<file path="src/rtl/sqrt_pkg.sv">
// rtl/sqrt_pkg.sv - shared sizes and width helpers for the sqrt datapath
package sqrt_pkg;

  localparam int SQRT_WIDTH_INPUT  = 16;
  localparam int SQRT_WIDTH_OUTPUT = 8;
  localparam int SQRT_LATENCY      = 8;
  localparam int SQRT_BUF_DEPTH    = 8;

  // Occupancy counters must be able to hold the value DEPTH itself.
  function automatic int cnt_width(input int depth);
    return $clog2(depth + 1);
  endfunction

  function automatic int ptr_width(input int depth);
    return (depth > 1) ? $clog2(depth) : 1;
  endfunction

endpackage

</file>
<file path="src/rtl/sqrt_result_fifo.sv">
// rtl/sqrt_result_fifo.sv - synchronous first-word-fall-through FIFO
module sqrt_result_fifo
  import sqrt_pkg::*;
#(
  parameter int WIDTH = SQRT_WIDTH_OUTPUT,
  parameter int DEPTH = SQRT_BUF_DEPTH
) (
  input  logic                        clk,
  input  logic                        rst_n,
  input  logic                        push_i,
  input  logic                        pop_i,
  input  logic [WIDTH-1:0]            din_i,
  output logic [WIDTH-1:0]            dout_o,
  output logic [cnt_width(DEPTH)-1:0] count_o,
  output logic                        full_o,
  output logic                        empty_o
);

  localparam int CW = cnt_width(DEPTH);
  localparam int PW = ptr_width(DEPTH);

  logic [WIDTH-1:0] mem_q [DEPTH];
  logic [PW-1:0]    wr_ptr_q, wr_ptr_d;
  logic [PW-1:0]    rd_ptr_q, rd_ptr_d;
  logic [CW-1:0]    count_q, count_d;
  logic             push_ok, pop_ok;

  assign empty_o = (count_q == '0);
  assign full_o  = (count_q == CW'(DEPTH));
  assign count_o = count_q;
  // Empty slots read as zero so the head never shows stale data.
  assign dout_o  = empty_o ? '0 : mem_q[rd_ptr_q];

  // A push into a full FIFO is still accepted when the head leaves this cycle.
  assign pop_ok  = pop_i & ~empty_o;
  assign push_ok = push_i & (~full_o | pop_ok);

  always_comb begin
    wr_ptr_d = wr_ptr_q + PW'(push_ok);
    rd_ptr_d = rd_ptr_q + PW'(pop_ok);
    count_d  = count_q + CW'(push_ok) - CW'(pop_ok);
  end

  always_ff @(posedge clk) begin
    if (!rst_n) begin
      wr_ptr_q <= '0;
      rd_ptr_q <= '0;
      count_q  <= '0;
    end else begin
      wr_ptr_q <= wr_ptr_d;
      rd_ptr_q <= rd_ptr_d;
      count_q  <= count_d;
    end
  end

  always_ff @(posedge clk) begin
    if (push_ok) begin
      mem_q[wr_ptr_q] <= din_i;
    end
  end

endmodule

</file>
<file path="src/rtl/sqrt_result_buffer.sv">
// rtl/sqrt_result_buffer.sv - credit-gated result buffer behind the sqrt pipeline
module sqrt_result_buffer
  import sqrt_pkg::*;
#(
  parameter int WIDTH_OUTPUT = SQRT_WIDTH_OUTPUT,
  parameter int DEPTH        = SQRT_BUF_DEPTH,
  parameter int LATENCY      = SQRT_LATENCY
) (
  input  logic                        clk,
  input  logic                        rst_n,
  input  logic                        issue_valid,
  output logic                        issue_ready,
  input  logic                        pipe_valid,
  input  logic [WIDTH_OUTPUT-1:0]     pipe_root,
  output logic                        out_valid,
  input  logic                        out_ready,
  output logic [WIDTH_OUTPUT-1:0]     out_root,
  output logic [cnt_width(DEPTH)-1:0] count,
  output logic                        err_overflow,
  output logic                        err_spurious
);

  localparam int CW = cnt_width(DEPTH);

  logic [CW-1:0] inflight_q, inflight_d;
  logic          err_overflow_q, err_overflow_d;
  logic          err_spurious_q, err_spurious_d;
  logic [CW:0]   committed;
  logic          issue, pop, retire, fifo_full, fifo_empty;

  sqrt_result_fifo #(
    .WIDTH (WIDTH_OUTPUT),
    .DEPTH (DEPTH)
  ) u_fifo (
    .clk     (clk),
    .rst_n   (rst_n),
    .push_i  (pipe_valid),
    .pop_i   (pop),
    .din_i   (pipe_root),
    .dout_o  (out_root),
    .count_o (count),
    .full_o  (fifo_full),
    .empty_o (fifo_empty)
  );

  assign out_valid = ~fifo_empty;
  assign pop       = out_valid & out_ready;

  // Slots already owned by buffered plus in-flight results; registered state only.
  assign committed   = {1'b0, count} + {1'b0, inflight_q};
  assign issue_ready = (committed < (CW+1)'(DEPTH));
  assign issue       = issue_valid & issue_ready;
  assign retire      = pipe_valid & (inflight_q != '0);

  always_comb begin
    inflight_d     = inflight_q + CW'(issue) - CW'(retire);
    err_overflow_d = err_overflow_q | (pipe_valid & fifo_full & ~pop);
    err_spurious_d = err_spurious_q | (pipe_valid & (inflight_q == '0));
  end

  always_ff @(posedge clk) begin
    if (!rst_n) begin
      inflight_q     <= '0;
      err_overflow_q <= 1'b0;
      err_spurious_q <= 1'b0;
    end else begin
      inflight_q     <= inflight_d;
      err_overflow_q <= err_overflow_d;
      err_spurious_q <= err_spurious_d;
    end
  end

  assign err_overflow = err_overflow_q;
  assign err_spurious = err_spurious_q;

  // The pipeline can never hold more than one result per stage.
  a_inflight_bound : assert property (@(posedge clk) disable iff (!rst_n)
    inflight_q <= CW'(LATENCY));

endmodule
</file>
<file path="config.mk">
export PLATFORM = sky130hd
export DESIGN_NAME = sqrt_result_buffer
export DESIGN_NICKNAME = d
export VERILOG_FILES = /design/src/rtl/sqrt_pkg.sv /design/src/rtl/sqrt_result_fifo.sv /design/src/rtl/sqrt_result_buffer.sv
export SDC_FILE = /design/constraint.sdc
export NUM_CORES = 1
export LEC_CHECK = 0
export CORE_ASPECT_RATIO = 0.75
export CORE_UTILIZATION = 55
export CTS_CLUSTER_SIZE = 10
export DETAILED_ROUTE_END_ITERATION = 8
export DONT_BUFFER_PORTS = 1
export HOLD_SLACK_MARGIN = 0.03
export PLACE_DENSITY_LB_ADDON = 0.05
export SYNTH_ARGS = -nofsm -noshare
export SYNTH_HDL_FRONTEND = slang
export SYNTH_SLANG_ARGS = --single-unit
export TNS_END_PERCENT = 5
</file>
<file path="constraint.sdc">
create_clock -name clk -period 6.4 [get_ports clk]
set_input_delay 0.96 -clock clk [delete_from_list [all_inputs] [get_ports clk]]
set_output_delay 0.96 -clock clk [all_outputs]
set_load 0.02 [all_outputs]
</file>
==> metrics.txt <==
# TYPE chip_impl_metric gauge
chip_impl_info{name="outcome",value="complete, no violations"} 1
chip_impl_metric{name="fp.dieH",unit="µm"} 71.2
chip_impl_metric{name="worst_ep_required_time",unit="ps"} 6630
chip_impl_info{name="worst-setup-path-type",value="flop to flop"} 1
chip_impl_metric{name="fin_area",unit="µm²"} 3790
chip_impl_info{name="master_cell_of_the_clock_root_buffer",value="sky130_fd_sc_hd__clkbuf_8"} 1
chip_impl_info{name="cts_tree",value="done"} 1
chip_impl_metric{name="power.ir.vdd_worst",unit="mV"} 0.235
chip_impl_metric{name="dieWidth",unit="µm"} 94.3
chip_impl_metric{name="diodes",unit=""} 0
chip_impl_metric{name="gp_routability_congestion",unit=""} 0.772
chip_impl_info{name="cp_cell_sequence",value="ha_1 > a31o_2 > a2111oi_4 > nand2_1 > ha_1 > inv_1 > ha_1 > inv_1 > fa_1 > xnor2_1 > and2_1"} 1
chip_impl_metric{name="clock-sinks",unit=""} 80
chip_impl_metric{name="crit_path_max_fanout",unit=""} 6
chip_impl_metric{name="first_global_vias",unit=""} 1885
chip_impl_metric{name="clock_tree.htree_level_count",unit=""} 3
chip_impl_metric{name="syn-mean-instance-area",unit="µm²"} 14.8
chip_impl_metric{name="max_slew_margin",unit=""} 0.335
chip_impl_metric{name="cts-root-to-sink-buffers",unit=""} 2
chip_impl_info{name="cp_common_cell",value="sky130_fd_sc_hd__ha_1"} 1
chip_impl_metric{name="cts.hold.buffers_added",unit=""} 0
chip_impl_metric{name="ant_nets",unit=""} 0
chip_impl_metric{name="dpl_cell_area",unit="µm²"} 3550
chip_impl_metric{name="internal_cell_power",unit="µW"} 1070
chip_impl_metric{name="dp_hpwl",unit="µm"} 4140
chip_impl_metric{name="report.final.setup_viol",unit=""} 0
chip_impl_metric{name="synth.ff_latch_count",unit=""} 80
chip_impl_metric{name="pwr-share-comb",unit=""} 0.286
chip_impl_metric{name="global_route_wire_length_before_repair",unit="µm"} 9680
chip_impl_metric{name="antenna_found_initial",unit=""} 0
chip_impl_metric{name="drt-vias-per-instance",unit=""} 5.61
chip_impl_metric{name="cellPowerDensity",unit="nW/µm²"} 413
chip_impl_metric{name="setup_tns",unit="ps"} 0
chip_impl_metric{name="synth_fp_nets",unit=""} 270
chip_impl_metric{name="syn_to_final_growth",unit="%"} 7.69
chip_impl_metric{name="post_cts_resized",unit=""} 0
chip_impl_metric{name="drv_slew",unit=""} 0
chip_impl_metric{name="synth_cell_type_count",unit=""} 30
chip_impl_metric{name="postSynthCellCount",unit=""} 237
chip_impl_metric{name="reported_max_cap_violation_count",unit=""} 0
chip_impl_metric{name="core_region_area",unit="µm²"} 5980
chip_impl_metric{name="drt-total-wl",unit="µm"} 6020
chip_impl_metric{name="grt_max_degree",unit=""} 34
chip_impl_metric{name="starting_density_of_the_core",unit=""} 0.588
chip_impl_metric{name="timing.fmax",unit="MHz"} 319
chip_impl_metric{name="ys_seq_area_frac",unit=""} 0.638
chip_impl_metric{name="final_critical_path_required_period",unit="ps"} 3140
chip_impl_metric{name="drt_iter0_drc",unit=""} 113
chip_impl_metric{name="drt-pass1-iter-count",unit=""} 4
chip_impl_metric{name="port-buffer-count",unit=""} 0
chip_impl_metric{name="setup_skew_after_layout",unit="ps"} 6.83
chip_impl_metric{name="fin_nets",unit=""} 275
chip_impl_info{name="worst_hold_path_class",value="flop to flop"} 1
chip_impl_metric{name="synth.cell_area",unit="µm²"} 3520
chip_impl_info{name="slowest_stage",value="sky130_fd_sc_hd__dfxtp_1"} 1
chip_impl_metric{name="power_switching",unit="µW"} 499
chip_impl_metric{name="worst-endpoint-arrival",unit="ps"} 3370
chip_impl_metric{name="yosysWarnings",unit=""} 0
chip_impl_metric{name="grtUsageTotal",unit=""} 0.203
chip_impl_metric{name="final_hold_violations",unit=""} 0
chip_impl_info{name="top_family_by_delay_on_critical_path",value="adder cells"} 1
chip_impl_metric{name="via_count",unit=""} 1822
chip_impl_metric{name="min_period_over_period",unit=""} 0.490
chip_impl_metric{name="clock_power_share",unit=""} 0.271
chip_impl_metric{name="post_cts_setup_buffers",unit=""} 0
chip_impl_metric{name="worst_setup_hold_path_clk_slew",unit="ps"} 70
chip_impl_info{name="setup.worst_path.end_class",value="flop"} 1
chip_impl_metric{name="cts-buffers-inserted",unit=""} 9
chip_impl_metric{name="worst_path_largest_cell_delay",unit="ps"} 580
chip_impl_metric{name="clk-insertion-delay-late",unit="ps"} 340
chip_impl_metric{name="fill_cells",unit=""} 427
chip_impl_metric{name="worst-slew-pin-transition",unit="ps"} 997
chip_impl_info{name="layout_commonest_cell",value="sky130_fd_sc_hd__edfxtp_1"} 1
chip_impl_metric{name="die_area",unit="µm²"} 6720
chip_impl_info{name="layout.cells.most_common_list",value="64 x sky130_fd_sc_hd__edfxtp_1, 34 x sky130_fd_sc_hd__mux2i_1, 18 x sky130_fd_sc_hd__ha_1, 16 x sky130_fd_sc_hd__a22oi_1"} 1
chip_impl_metric{name="final_layout_size_suffix_gt1_frac",unit=""} 0.0891
chip_impl_metric{name="static_leakage",unit="µW"} 0.00134
chip_impl_metric{name="netSwitchingFraction",unit=""} 0.319
chip_impl_info{name="grt_setup_unrepaired",value="no"} 1
chip_impl_metric{name="detail_route.drc_violations",unit=""} 0
chip_impl_info{name="critPathLaunchType",value="flop"} 1
chip_impl_metric{name="rows",unit=""} 24
chip_impl_metric{name="i_o_pin_cnt",unit=""} 29
chip_impl_metric{name="cp.buffers_inverters",unit=""} 2
chip_impl_metric{name="grt-ovfl-total",unit=""} 0
chip_impl_metric{name="register_share_of_total_power",unit=""} 0.443
chip_impl_metric{name="routedWlPerCell",unit="µm"} 18.5
path summary, 6_finish.rpt:
kind	start	endpoint	slack, ps	cells after the start
setup reg to reg	u_fifo.count_o[1]	inflight_q[2]	3260	11
hold reg to reg	err_spurious	err_spurious	610	2
setup / recovery	u_fifo.count_o[1]	inflight_q[2]	3260	11
hold / removal	err_spurious	err_spurious	610	2
state kept, by name (all words and copies together), names as in the netlist:
name and count:
inflight_q 4, err_spurious 1, u_fifo.count_o 4, err_overflow 1
u_fifo.rd_ptr_q 3, u_fifo.wr_ptr_q 3, u_fifo.mem_q 64
layout make-up:
class,instances,area [µm²],area share
clock buffer,10,128,0.0337
multi-input combinational,134,1140,0.301
inverter,15,56.3,0.0149
timing repair buffer,2,15.0,0.00397
tap,78,97.6,0.0258
sequential,80,2240,0.593
clock inverter,6,108,0.0284
synthesized netlist by cell type:
cell | n | area, µm²
sky130_fd_sc_hd__or3b_4 | 1 | 11.3
sky130_fd_sc_hd__and3_1 | 8 | 50.1
sky130_fd_sc_hd__edfxtp_1 | 64 | 1920
sky130_fd_sc_hd__and2_1 | 12 | 75.1
sky130_fd_sc_hd__a21oi_1 | 3 | 15.0
sky130_fd_sc_hd__nor3b_1 | 1 | 7.51
sky130_fd_sc_hd__nand2_1 | 4 | 15.0
sky130_fd_sc_hd__nand3_1 | 1 | 5.00
sky130_fd_sc_hd__nor3_1 | 3 | 15.0
sky130_fd_sc_hd__inv_1 | 15 | 56.3
sky130_fd_sc_hd__xnor2_1 | 2 | 17.5
sky130_fd_sc_hd__o21a_1 | 1 | 7.51
sky130_fd_sc_hd__a21o_1 | 2 | 15.0
sky130_fd_sc_hd__nor2b_1 | 6 | 37.5
sky130_fd_sc_hd__dfxtp_1 | 16 | 320
sky130_fd_sc_hd__a31o_2 | 1 | 8.76
sky130_fd_sc_hd__mux2i_1 | 34 | 340
sky130_fd_sc_hd__fa_1 | 2 | 40.0
sky130_fd_sc_hd__a22oi_1 | 16 | 120
sky130_fd_sc_hd__a2111oi_4 | 1 | 27.5
sky130_fd_sc_hd__clkbuf_1 | 2 | 7.51
sky130_fd_sc_hd__buf_6 | 2 | 22.5
sky130_fd_sc_hd__nor2_1 | 10 | 37.5
sky130_fd_sc_hd__ha_1 | 18 | 225
sky130_fd_sc_hd__buf_1 | 1 | 3.75
sky130_fd_sc_hd__o211ai_2 | 2 | 25.0
sky130_fd_sc_hd__nand2b_1 | 4 | 25.0
sky130_fd_sc_hd__buf_12 | 2 | 40.0
sky130_fd_sc_hd__clkbuf_2 | 1 | 5.00
sky130_fd_sc_hd__xor2_1 | 2 | 17.5
per-stage QoR:
stage,utilization,worst slack (ps),hold WS (ps),instances,total power [µW]
floorplan,-,3470,573,237,1070
global placement,0.594,3370,592,309,1130
detailed placement,0.594,3270,600,309,1160
CTS,0.634,3230,610,325,1580
global route,0.634,3070,635,325,1660
finish,0.634,3260,611,325,1560
tightest hold or removal path, cell delays in order, from the launching register on:
cell                      delay, ps
sky130_fd_sc_hd__dfxtp_1        380
sky130_fd_sc_hd__a21oi_1        140
sky130_fd_sc_hd__nor2b_1         50
power groups by stage:
stage	Clock, µW	Sequential, µW	Combinational [µW]
after CTS	434	694	454
after global placement	0	701	430
after detailed placement	0	705	451
final	424	693	447
after global routing	452	701	508
after floorplan	0	670	399
routing by layer:
layer  GRT usage  up-vias  routed length (µm)
met5           0        -                   0
met3      0.0690        4                 277
met1       0.277      901                2850
li1            -      885                   -
met4      0.0547        0                  32
met2       0.313       32                2860
cells by family after synthesis:
group,Yosys count,share of synthesized area
buf+inv,23,0.0384
simple gates,50,0.0794
compound gates,26,0.0623
xor+xnor,4,0.00997
flops,80,0.638
fa+ha+maj,20,0.0754
mux,34,0.0968
(Power assumes the default switching activity.)
